## config.mk

```make
export PLATFORM = sky130hd
export DESIGN_NAME = demux_dispatch_flat
export DESIGN_NICKNAME = d
export VERILOG_FILES = /design/src/rtl/demux_dispatch_if.sv /design/src/rtl/demux_dispatch.sv /design/src/flat_wrapper.sv
export SDC_FILE = /design/constraint.sdc
export NUM_CORES = 1
export LEC_CHECK = 0
export ABC_AREA = 1
export BUFFER_PORTS_ARGS = -buffer_cell sky130_fd_sc_hd__buf_4
export CAP_MARGIN = 30
export CELL_PAD_IN_SITES_DETAIL_PLACEMENT = 0
export CELL_PAD_IN_SITES_GLOBAL_PLACEMENT = 1
export CORE_MARGIN = 4
export CORE_UTILIZATION = 43
export DETAILED_ROUTE_END_ITERATION = 7
export GPL_ROUTABILITY_DRIVEN = 0
export PLACE_DENSITY = 0.93
export SLEW_MARGIN = 20
export SYNTH_ARGS = -nofsm -noshare
export SYNTH_HDL_FRONTEND = slang
export SYNTH_SLANG_ARGS = --single-unit
```

## constraint.sdc

```tcl
create_clock -name clk -period 3.75 [get_ports clk]
set_input_delay 0.375 -clock clk [delete_from_list [all_inputs] [get_ports clk]]
set_output_delay 0.375 -clock clk [all_outputs]
set_load 0.01 [all_outputs]
```

## src/rtl/demux_dispatch_if.sv

```systemverilog
// Upstream word handshake, per-channel readiness and dispatch outputs of demux_dispatch.
// master drives words and channel readiness; slave is the dispatch block itself.
interface demux_dispatch_if #(
    parameter int DATA_W = 8
);
    logic              in_valid;
    logic              in_ready;
    logic [1:0]        in_dest;
    logic [DATA_W-1:0] in_data;
    logic              mode;
    logic [3:0]        ch_ready;
    logic              strobe;
    logic [1:0]        sel;
    logic [DATA_W-1:0] data_out;
    logic [1:0]        rr_ptr;
    logic [15:0]       stall_cnt;

    // Valid/ready: a word transfers on a rising edge where in_valid and in_ready are both high;
    // in_ready depends only on registered occupancy, never on in_valid.
    modport master (
        output in_valid, in_dest, in_data, mode, ch_ready,
        input  in_ready, strobe, sel, data_out, rr_ptr, stall_cnt
    );

    modport slave (
        input  in_valid, in_dest, in_data, mode, ch_ready,
        output in_ready, strobe, sel, data_out, rr_ptr, stall_cnt
    );
endinterface

```

## src/rtl/demux_dispatch.sv

```systemverilog
// Dispatch stage for a 1-to-4 demux: 2-entry word FIFO, addressed or round-robin channel choice,
// registered one-cycle strobe with select and broadcast data.
module demux_dispatch #(
    parameter int DATA_W = 8
) (
    input  logic              clk,
    input  logic              rst_n,
    demux_dispatch_if.slave   bus
);
    localparam int EW = DATA_W + 2;

    logic [EW-1:0]     mem_q [2];
    logic [EW-1:0]     mem_d [2];
    logic              rd_ptr_q, rd_ptr_d;
    logic [1:0]        count_q, count_d;
    logic              strobe_q, strobe_d;
    logic [1:0]        sel_q, sel_d;
    logic [DATA_W-1:0] data_q, data_d;
    logic [1:0]        rr_ptr_q, rr_ptr_d;
    logic [15:0]       stall_q, stall_d;

    logic [EW-1:0]     head;
    logic [1:0]        head_dest;
    logic [DATA_W-1:0] head_data;
    logic              push;
    logic              fire;
    logic [1:0]        target;
    logic [1:0]        cand;
    logic              wr_idx;

    assign head      = mem_q[rd_ptr_q];
    assign head_dest = head[EW-1:DATA_W];
    assign head_data = head[DATA_W-1:0];
    assign push      = bus.in_valid && bus.in_ready;
    // Tail slot sits one past the head only when exactly one word is buffered.
    assign wr_idx    = rd_ptr_q ^ count_q[0];

    // Channel choice for the head word; round-robin takes the first ready channel from rr_ptr on.
    always_comb begin
        fire   = 1'b0;
        target = head_dest;
        cand   = rr_ptr_q;
        if (count_q != 2'd0) begin
            if (!bus.mode) begin
                fire = bus.ch_ready[head_dest];
            end else begin
                for (int i = 0; i < 4; i++) begin
                    cand = rr_ptr_q + 2'(i);
                    if (!fire && bus.ch_ready[cand]) begin
                        fire   = 1'b1;
                        target = cand;
                    end
                end
            end
        end
    end

    always_comb begin
        mem_d    = mem_q;
        rd_ptr_d = rd_ptr_q;
        count_d  = count_q;
        strobe_d = fire;
        sel_d    = sel_q;
        data_d   = data_q;
        rr_ptr_d = rr_ptr_q;
        stall_d  = stall_q;

        if (push) begin
            mem_d[wr_idx] = {bus.in_dest, bus.in_data};
        end
        if (fire) begin
            rd_ptr_d = ~rd_ptr_q;
            sel_d    = target;
            data_d   = head_data;
            if (bus.mode) begin
                rr_ptr_d = target + 2'd1;
            end
        end else if (count_q != 2'd0 && stall_q != 16'hFFFF) begin
            stall_d = stall_q + 16'd1;
        end

        case ({push, fire})
            2'b10:   count_d = count_q + 2'd1;
            2'b01:   count_d = count_q - 2'd1;
            default: count_d = count_q;
        endcase
    end

    always_ff @(posedge clk or negedge rst_n) begin
        if (!rst_n) begin
            mem_q[0] <= '0;
            mem_q[1] <= '0;
            rd_ptr_q <= 1'b0;
            count_q  <= 2'd0;
            strobe_q <= 1'b0;
            sel_q    <= 2'd0;
            data_q   <= '0;
            rr_ptr_q <= 2'd0;
            stall_q  <= 16'd0;
        end else begin
            mem_q    <= mem_d;
            rd_ptr_q <= rd_ptr_d;
            count_q  <= count_d;
            strobe_q <= strobe_d;
            sel_q    <= sel_d;
            data_q   <= data_d;
            rr_ptr_q <= rr_ptr_d;
            stall_q  <= stall_d;
        end
    end

    assign bus.in_ready  = (count_q != 2'd2);
    assign bus.strobe    = strobe_q;
    assign bus.sel       = sel_q;
    assign bus.data_out  = data_q;
    assign bus.rr_ptr    = rr_ptr_q;
    assign bus.stall_cnt = stall_q;
endmodule

```

## src/flat_wrapper.sv

```systemverilog
// flat-port wrapper written by rule: the top's interface ports become plain ports
module demux_dispatch_flat 
#(
    parameter int DATA_W = 8
)
  (clk, rst_n, bus_in_valid, bus_in_dest, bus_in_data, bus_mode, bus_ch_ready, bus_in_ready, bus_strobe, bus_sel, bus_data_out, bus_rr_ptr, bus_stall_cnt);
  demux_dispatch_if #(.DATA_W(DATA_W)) bus_i ();
  input  logic clk;
  input  logic rst_n;
  input wire logic [$bits(bus_i.in_valid)-1:0] bus_in_valid;
  input wire logic [$bits(bus_i.in_dest)-1:0] bus_in_dest;
  input wire logic [$bits(bus_i.in_data)-1:0] bus_in_data;
  input wire logic [$bits(bus_i.mode)-1:0] bus_mode;
  input wire logic [$bits(bus_i.ch_ready)-1:0] bus_ch_ready;
  output wire logic [$bits(bus_i.in_ready)-1:0] bus_in_ready;
  output wire logic [$bits(bus_i.strobe)-1:0] bus_strobe;
  output wire logic [$bits(bus_i.sel)-1:0] bus_sel;
  output wire logic [$bits(bus_i.data_out)-1:0] bus_data_out;
  output wire logic [$bits(bus_i.rr_ptr)-1:0] bus_rr_ptr;
  output wire logic [$bits(bus_i.stall_cnt)-1:0] bus_stall_cnt;
  assign bus_i.in_valid = bus_in_valid;
  assign bus_i.in_dest = bus_in_dest;
  assign bus_i.in_data = bus_in_data;
  assign bus_i.mode = bus_mode;
  assign bus_i.ch_ready = bus_ch_ready;
  assign bus_in_ready = bus_i.in_ready;
  assign bus_strobe = bus_i.strobe;
  assign bus_sel = bus_i.sel;
  assign bus_data_out = bus_i.data_out;
  assign bus_rr_ptr = bus_i.rr_ptr;
  assign bus_stall_cnt = bus_i.stall_cnt;
  demux_dispatch #(.DATA_W(DATA_W)) u_core (.clk(clk), .rst_n(rst_n), .bus(bus_i));
endmodule
```

; After elaboration in Yosys (flattened, before gate mapping)
; Index checks and enable logic that the tools add are counted.
; Widths: inputs -> output; s select.
[totals]
register_bits = 52
input_bits = 18
output_inout_bits = 30
[classes]
add_sub_neg = 7
n_lt_le_gt_ge = 8
eq_ne = 4
mux = 35
bitwise_logic = 5
n_reduce_logical = 13
[ops]
columns = cell, count
row1 = $mux 10, 4
row2 = $bwmux 20, 1
row3 = $mux 1, 17
row4 = $add 16x1->16 const B, 1
row5 = $ne 16x16->1 const B, 1
row6 = $lt 2x3->1 const B, 5
row7 = $mux 2, 6
row8 = $bmux 1 s2, 5
row9 = $demux 10 s1, 1
row10 = $add 2x1->2 const B, 3
row11 = $logic_and 1x1->1, 6
row12 = $add 2x2->2 const B, 2
row13 = $ge 2x2->1 const B, 2
row14 = $not 1->2, 2
row15 = $pmux 2 s2, 1
row16 = $reduce_and 2->1, 2
row17 = $reduce_bool 2->1, 2
row18 = $logic_not 1->1, 3
row19 = $eq 2x1->1 const B, 1
row20 = $eq 2x2->1 const B, 1
row21 = $lt 2x1->1 const B, 1
row22 = $ne 2x2->1 const B, 1
row23 = $not 1->1, 2
row24 = $sub 2x1->2 const B, 1
row25 = $xor 1x1->1, 1

; Logic depth before layout (Yosys ltp)
; Gate-level depths: netlist of run 1.
[logic_depth]
word_depth = 22
mapped_depth = 16

; Worst setup path after synthesis of run 1
; No wires, ideal clock.
[synth_timing]
kind = register to register
start = register u_core.rr_ptr_q[0] (netlist: u_core.bus.rr_ptr[0])
end = register u_core.count_q[1]
arrival_time_ns = 2.155
required_time_ns = 3.626
slack_ns = 1.471
path_stages_with_launch = 15
path_buffers = 1
period_less_slack_ns = 2.279
path_cell_list = dfrtp_1 -> buf_4 -> inv_4 -> nand2_1 -> nand3_1 -> nand2_2 -> nor2_4 -> nand4_1 -> or2_1 -> nand2_4 -> inv_2 -> ha_1 -> a21oi_1 -> o21ai_0 -> xnor2_1
[synth_between]
elab_chain_len = 22
elab_cells_between_ends = 33
[synth_rtl]
columns = element, line_no
row1 = start: declaration, demux_dispatch.sv:19  ; logic [1:0] rr_ptr_q, rr_ptr_d;
row2 = start signal: assignment, demux_dispatch.sv:107  ; rr_ptr_q <= rr_ptr_d;
row3 = $bmux 1 s2, demux_dispatch.sv:49  ; if (!fire && bus.ch_ready[cand]) begin
row4 = $mux 1 (implied by the code), demux_dispatch.sv:49
row5 = $mux 1, demux_dispatch.sv:49
row6 = $mux 1, demux_dispatch.sv:44  ; if (!bus.mode) begin
row7 = $mux 1, demux_dispatch.sv:43  ; if (count_q != 2'd0) begin
row8 = $logic_not 1->1, demux_dispatch.sv:49
row9 = $logic_and 1x1->1, demux_dispatch.sv:49
row10 = $mux 1, demux_dispatch.sv:49
row11 = [... 7 more ...], --
row12 = $logic_not 1->1, demux_dispatch.sv:49
row13 = $logic_and 1x1->1, demux_dispatch.sv:49
row14 = $mux 1 (*), demux_dispatch.sv:49
row15 = $mux 1 (*), demux_dispatch.sv:44
row16 = $mux 1 (*), demux_dispatch.sv:43
row17 = net u_core.fire, demux_dispatch.sv:26  ; logic fire;
row18 = $eq 2x1->1 or $eq 2x2->1 (tied branches), demux_dispatch.sv:82  ; case ({push, fire})
row19 = $pmux 2 s2 or $reduce_bool 2->1 (tied branches), --
row20 = end signal: assignment, demux_dispatch.sv:103  ; count_q <= count_d;
row21 = end: declaration, demux_dispatch.sv:15  ; logic [1:0] count_q, count_d;
; The timed path passes the listed nets; every way through them passes the cells marked *. The select of a mux whose other input is x is not followed.
; A chain may end at the register's enable or synchronous reset.

; Worst setup path in the final report of run 1
[layout_timing]
start = register u_core.rd_ptr_q
end = register u_core.count_q[1]
[layout_between]
elab_chain_len = 10
elab_cells_between_ends = 12
[layout_rtl]
columns = element, line_no
row1 = start: declaration, demux_dispatch.sv:14  ; logic rd_ptr_q, rd_ptr_d;
row2 = start signal: assignment, demux_dispatch.sv:102  ; rd_ptr_q <= rd_ptr_d;
row3 = $not 1->2 (implied by the code) (*), demux_dispatch.sv:31  ; assign head = mem_q[rd_ptr_q];
row4 = $mux 10 (implied by the code) (*) (3 in series), demux_dispatch.sv:31
row5 = $bmux 1 s2 (*), demux_dispatch.sv:45  ; fire = bus.ch_ready[head_dest];
row6 = $mux 1 (implied by the code) (*), demux_dispatch.sv:45
row7 = $mux 1 (*), demux_dispatch.sv:44
row8 = $mux 1 (*), demux_dispatch.sv:43
row9 = net u_core.fire, demux_dispatch.sv:26
row10 = $eq 2x1->1 or $eq 2x2->1 (tied branches), demux_dispatch.sv:82
row11 = $pmux 2 s2 or $reduce_bool 2->1 (tied branches), --
; Marked as above.

==> impl_metrics.ini, run 1 <==
[global_routing]
grt_first_pass_wirelength_um = 11000
grt_pass1_vias = 2443
grt_max_degree = 53
track_usage_pct = 17.3
grt-ovfl-total = 0
antenna_found_initial = 0

[power_and_ir_drop]
clkPwrFrac_pct = 12.4
peakVddDrop_mv = 0.397
switchingPower_mw = 1.27
powerDensity_mw_per_mm2 = 814
p_int_mw = 1.44
p_seq_share_pct = 35.9
total_power_mw = 2.71
switching_share_pct = 46.8
leakage_nw = 1.77
p_comb_share_pct = 51.7

[routing]
drc = 0
wl_um = 6310
drt_iter0_drc = 120
dr.pass1.iters = 4
vias_per_cell = 4.83
vias = 2458
wl_per_cell_um = 12.4
antenna_left = 0

[sta]
fin_tns_setup_ns = 0
fin_crit_ns = 2.71
hold_violations = 0
tightestPinTransition_ns = 0.663
finalCritPeriodShare_pct = 72.3
max_freq_ghz = 0.369
rsz0062_at_grt = no
layout_setup_ws_ns = 1.04
setup_violations = 0
maxSlewViolCount = 0
fin_worst_skew_ns = 0.00852
relSlewSlack_pct = 55.8

[finish]
final_layout_size_suffix_gt1_share_pct = 16.7
final_nets = 451
diodes = 0
n_fill_cell = 652
seqCellArea_mm2 = 0.00130
synthToLayoutAreaGrowth_pct = 17.0
multiInputGateArea_mm2 = 0.00132

[setup_path]
r2r_start = u_core.rd_ptr_q
critPathLaunchType = flop
r2r_setup_slack_ns = 1.04
crit_type = reg2reg
crit_path_end = u_core.count_q[1]
critPathMaxFanout = 25
r2r_cells = 14
reg2reg_to = u_core.count_q[1]
end_kind = flop
arrival_ns = 2.92
cp.required_ns = 3.96
cp-startpoint = u_core.rd_ptr_q

[synth]
synthCells = 388
synth_fp_nets = 408
ys_warn_count = 0
async_reset_ff_share_pct = 100
synthFlopType = dfrtp_1
synth-edff-count = 0
yosysMostFrequentCell = nand2_1
synth_top_area_cell = dfrtp_1
synthTopCellsByCount = nand2_1, dfrtp_1, inv_1
seq_area_frac_synth_pct = 45.8
synth-seq-cells = 52
synth.avg_cell_area_um2 = 7.33
yosysUniqueCellTypes = 26
synth.area.top_cells = dfrtp_1, nand2_1, nand3_1, o21ai_0, inv_1
synth_top_area_share_pct = 45.8
netlist_area_mm2 = 0.00284

[clock_network]
cts_setup_buffers = 0
htree_num_levels = 2
cts-root-buf = clkbuf_8
cts_made_buffers = 5
clkTransAtPathRegs_ns = 0.10
insertion_delay_ns = 0.31
cts_resized = 0
cts_tree = done
cts_sinks = 52
clock_tree.buffer_depth = 2
ctsHoldBuffers = 0

[floorplan]
ioPinCount = 48
core_mm2 = 0.00639
rows = 29
die_w_um = 89.3
die_area_mm2 = 0.00798
die_y_um = 89.3
start_util_pct = 44.5

[placed_design]
place_ws_ns = 1.06
post-dp-hpwl_um = 4610
portBuffers = 47

[job]
maxCapViolCount = 0

[run_status]
outcome = completed

[min_path]
min_path_type = in2async
[worst min-delay path by stage]
| stage | startpoint | slack, ns | end | cells after the start |
|---|---|---|---|---|
| floorplan | rst_n | 0.08 | u_core.bus.data_out[0] | 0 |
| global placement | rst_n | 0.44 | u_core.bus.stall_cnt[11] | 1 |
| detailed placement | rst_n | 0.45 | u_core.bus.stall_cnt[15] | 1 |
| CTS | rst_n | 0.11 | u_core.bus.stall_cnt[15] | 1 |
| global route | rst_n | 0.14 | u_core.bus.stall_cnt[13] | 1 |
| finish | rst_n | 0.09 | u_core.bus.stall_cnt[15] | 1 |
[power by group through the flow]
stage / sequential (mW) / combinational [mW] / clock (mW)
floorplan: 0.945 / 1.08 / 0
global placement: 0.979 / 1.39 / 0
detailed placement: 0.985 / 1.41 / 0
CTS: 0.975 / 1.42 / 0.346
global route: 1.01 / 1.64 / 0.372
finish: 0.972 / 1.40 / 0.336
[cell families (layout without fill, tap and decap cells)]
| group | Yosys count | after routing | share of synthesized area, % |
|---|---|---|---|
| adders and majority gates | 2 | 2 | 0.880 |
| DFF | 52 | 52 | 45.8 |
| AOI/OAI and AO/OA | 34 | 34 | 6.51 |
| buffers and inverters | 52 | 96 | 7.70 |
| xor gates and xnor gates | 19 | 19 | 5.85 |
| and+or+nand+nor | 229 | 229 | 33.3 |
[layout make-up]
cell class	count	share of cell area (%)
multi-input cells	284	39.8
repair buffers	48	10.8
clock buffers	7	2.59
flip-flops and latches	52	39.1
clock inverters	1	0.226
well taps	77	2.90
inverters	40	4.59
[through the flow]
step           cells  util [%]  cell area, µm²  hold slack, ns
2_1_floorplan    388         -            2840          0.0794
3_3_place_gp     501      50.6            3230           0.439
3_5_place_dp     501      50.6            3230           0.451
4_1_cts          509      52.1            3330           0.111
5_1_grt          509      52.1            3330           0.142
6_report         509      52.1            3330          0.0881
[cells in the final DEF, fill, tap and decap left out, types with 2 or more instances in the layout]
cell type / count
nor3_1: 5
buf_4: 48
ha_1: 2
nand2_1: 170
inv_2: 4
nand2_2: 5
nor2_1: 12
nand4_1: 4
xnor2_1: 10
xor2_1: 9
clkbuf_8: 6
o21ai_0: 28
inv_1: 35
dfrtp_1: 52
o21ai_2: 4
nand3_1: 28
[metal layers]
metal | up-vias | routed length (µm) | GRT usage, %
met5 | - | 0 | 0
met4 | 0 | 83 | 5.41
met3 | 8 | 282 | 2.95
met2 | 49 | 2960 | 29.1
met1 | 1113 | 2980 | 22.9
li1 | 1288 | - | -
[state kept, by name (all words and copies together), names as in the netlist]
register and count:
u_core.count_q 2, u_core.bus.rr_ptr 2, u_core.mem_q 20, u_core.bus.strobe 1
u_core.bus.data_out 8, u_core.rd_ptr_q 1, u_core.bus.stall_cnt 16, u_core.bus.sel 2
[worst max-delay path: stages, from the launching register on]
cell     delay (ns)
dfrtp_1        0.61
inv_2          0.18
nand2_1        0.09
nand2_1        0.10
inv_1          0.12
nand2_1        0.06
nand3_1        0.06
o21ai_0        0.09
o21ai_1        0.21
nand2_4        0.22
inv_2          0.21
ha_1           0.28
a21oi_1        0.12
o21ai_0        0.12
xnor2_1        0.14
No activity file was read; power rests on OpenSTA's default activity.
==> run 2: changes to the inputs <==
- CORE_UTILIZATION: 43 -> 36
- PLACE_DENSITY: 0.93 -> 0.84
- clock period: 3.75 -> 2.2 ns (I/O delays scaled with it)
==> run 2 against run 1 <==
Effect of this change: worst setup slack worse by 0.99 ns; global-route usage down 3.2 points; register-to-register slack lost 0.99 ns; flip-flop and latch count unchanged; clock power grew 71%; combinational power up 120%; worst hold slack improved by 0.084 ns; clock skew rose by 0.0032 ns; critical path depth is the same; largest power group unchanged; highest routed layer unchanged.
==> impl_metrics.ini, run 2 (same netlist as run 1, synthesis figures left out) <==
[finish]
diodes = 0
final_layout_size_suffix_gt1_share_pct = 23.3
n_fill_cell = 779
largest_reg_flops = 20
layout_common_cells = nand2_1, buf_4, dfrtp_1
final_common_cell = nand2_1
top_register = u_core.mem_q
synthToLayoutAreaGrowth_pct = 26.3
final_nets = 470
final_cell_area_mm2 = 0.00359
fin_cells = 553

[routing]
antenna_left = 0
dr.pass1.iters = 4
wl_per_cell_um = 12.0
drt_iter0_drc = 128
vias_per_cell = 4.67
vias = 2584
drc = 0
wl_um = 6650

[power_and_ir_drop]
peakVddDrop_mv = 0.642
powerDensity_mw_per_mm2 = 1460
leakage_nw = 1.88
total_power_mw = 5.23

[placed_design]
placedCellCount = 538
place_ws_ns = -0.0428
dpl-instance-area_mm2 = 0.00337
post-dp-hpwl_um = 4730
portBuffers = 47

[run_status]
outcome = completed

[setup_path]
arrival_ns = 2.35
cp_num_buf_inv = 2
cpMaxStageDelayCell = dfrtp_2
r2r_setup_slack_ns = 0.04
max_stage_delay_ns = 0.47
reg2reg_to = u_core.count_q[1]
path_depth = 14
cp-startpoint = u_core.bus.rr_ptr[0]
end_kind = flop
crit_path_end = u_core.count_q[1]
critPathLaunchType = flop
crit_family = simple AND/OR/NAND/NOR gates
cp.required_ns = 2.39
r2r_start = u_core.bus.rr_ptr[0]
crit_type = reg2reg
path_cells = buf_6 > nand2_2 > nand2_2 > nand2_2 > nand2_4 > nor2_4 > nand4_1 > or2_1 > nand2_4 > inv_4 > ha_4 > a21oi_4 > o21ai_2 > xnor2_1
critPathMaxFanout = 5
cp_common_cell = nand2_2
r2r_cells = 14

[job]
maxCapViolCount = 0

[global_routing]
grt_max_degree = 53
grt_pass1_vias = 2446
grt-ovfl-total = 0
track_usage_pct = 14.1
antenna_found_initial = 0
grt_first_pass_wirelength_um = 11200

[clock_network]
htree_num_levels = 2
cts_tree = done
cts_sinks = 52
insertion_delay_ns = 0.31
cts_made_buffers = 5
clkTransAtPathRegs_ns = 0.11
clock_tree.buffer_depth = 2
cts-root-buf = clkbuf_8

[floorplan]
core_mm2 = 0.00769
die_w_um = 96.9
rows = 32
start_util_pct = 37.0
ioPinCount = 48
die_y_um = 96.9
die_area_mm2 = 0.00938

[sta]
max_freq_ghz = 0.464
tightestPinTransition_ns = 0.674
layout_setup_ws_ns = 0.0445
finalCritPeriodShare_pct = 98.0
setup_violations = 0
hold_violations = 0
fin_crit_ns = 2.16
maxSlewViolCount = 0
relSlewSlack_pct = 55.1
hold_slack_ns = 0.172
fin_worst_skew_ns = 0.0117

[min_path]
min_path_type = in2reg
==> run 2: cell types whose count changed in the layout (fill, tap and decap cells not counted), moves of 2 or more <==
cell,change
buf_4,+16
nand2_1,-8
nand2_2,+4
nand2_4,+4
buf_6,+2
dfrtp_1,-2
dfrtp_2,+2
==> run 2: area by class of cell <==
cell class / count / area (µm²) / share of cell area, %
inverters: 40 / 155 / 4.32
multi-input cells: 284 / 1400 / 38.9
well taps: 102 / 128 / 3.56
repair buffers: 67 / 513 / 14.3
clock buffers: 5 / 68.8 / 1.92
flip-flops and latches: 52 / 1300 / 36.3
clock inverters: 3 / 26.3 / 0.732
==> run 2: report_power, final <==
group	leakage [nW]	switching (mW)	internal, mW	total (mW)
clock network	0.0423	0.343	0.232	0.575
logic	1.18	1.77	1.26	3.03
registers	0.662	0.288	1.34	1.62
total	1.88	2.40	2.83	5.23
==> run 2: worst reg2reg max path, delay by kind of cell (launching register included) <==
kind | cells | cell delay (ns)
and+or+nand+nor | 8 | 0.81
AOI/OAI and AO/OA | 2 | 0.19
buffers and inverters | 2 | 0.19
adders and majority gates | 1 | 0.25
xor gates and xnor gates | 1 | 0.13
DFF | 1 | 0.47
==> run 2: layer usage <==
layer,wire [µm],GRT usage (%),up-vias
met5,0,0,-
met4,52,3.35,0
met3,265,3.24,5
met2,3280,23.4,51
met1,3050,18.7,1204
li1,-,-,1324
==> run 2: how the worst min path moves through the flow <==
stage	startpoint	endpoint	slack [ns]	cells after the start
floorplan	rst_n	u_core.bus.data_out[0]	-0.08	0
global placement	rst_n	u_core.bus.stall_cnt[8]	0.29	1
detailed placement	rst_n	u_core.bus.stall_cnt[11]	0.30	1
CTS	bus_in_data[0]	u_core.mem_q[0]	0.16	3
global route	bus_in_data[1]	u_core.mem_q[1]	0.17	3
finish	bus_in_data[7]	u_core.mem_q[17]	0.17	3
==> run 2: timing repair <==
| action | CTS | global route |
|---|---|---|
| endpoints found under the setup margin | 9 | 19 |
| hold buffers | 1 | 0 |
| pin swaps | 0 | 13 |
| resized for setup | 1 | 22 |
| cloned | 0 | 0 |
| hold endpoints to repair | 52 | 0 |
| buffers inserted | 0 | 6 |
==> run 2: through the flow <==
stage | setup TNS, ns | utilization (%)
after global placement | 0 | 43.8
after detailed placement | -0.126 | 43.8
final | 0 | 46.7
after CTS | 0 | 45.2
after floorplan | 0 | -
after global routing | -0.117 | 46.7
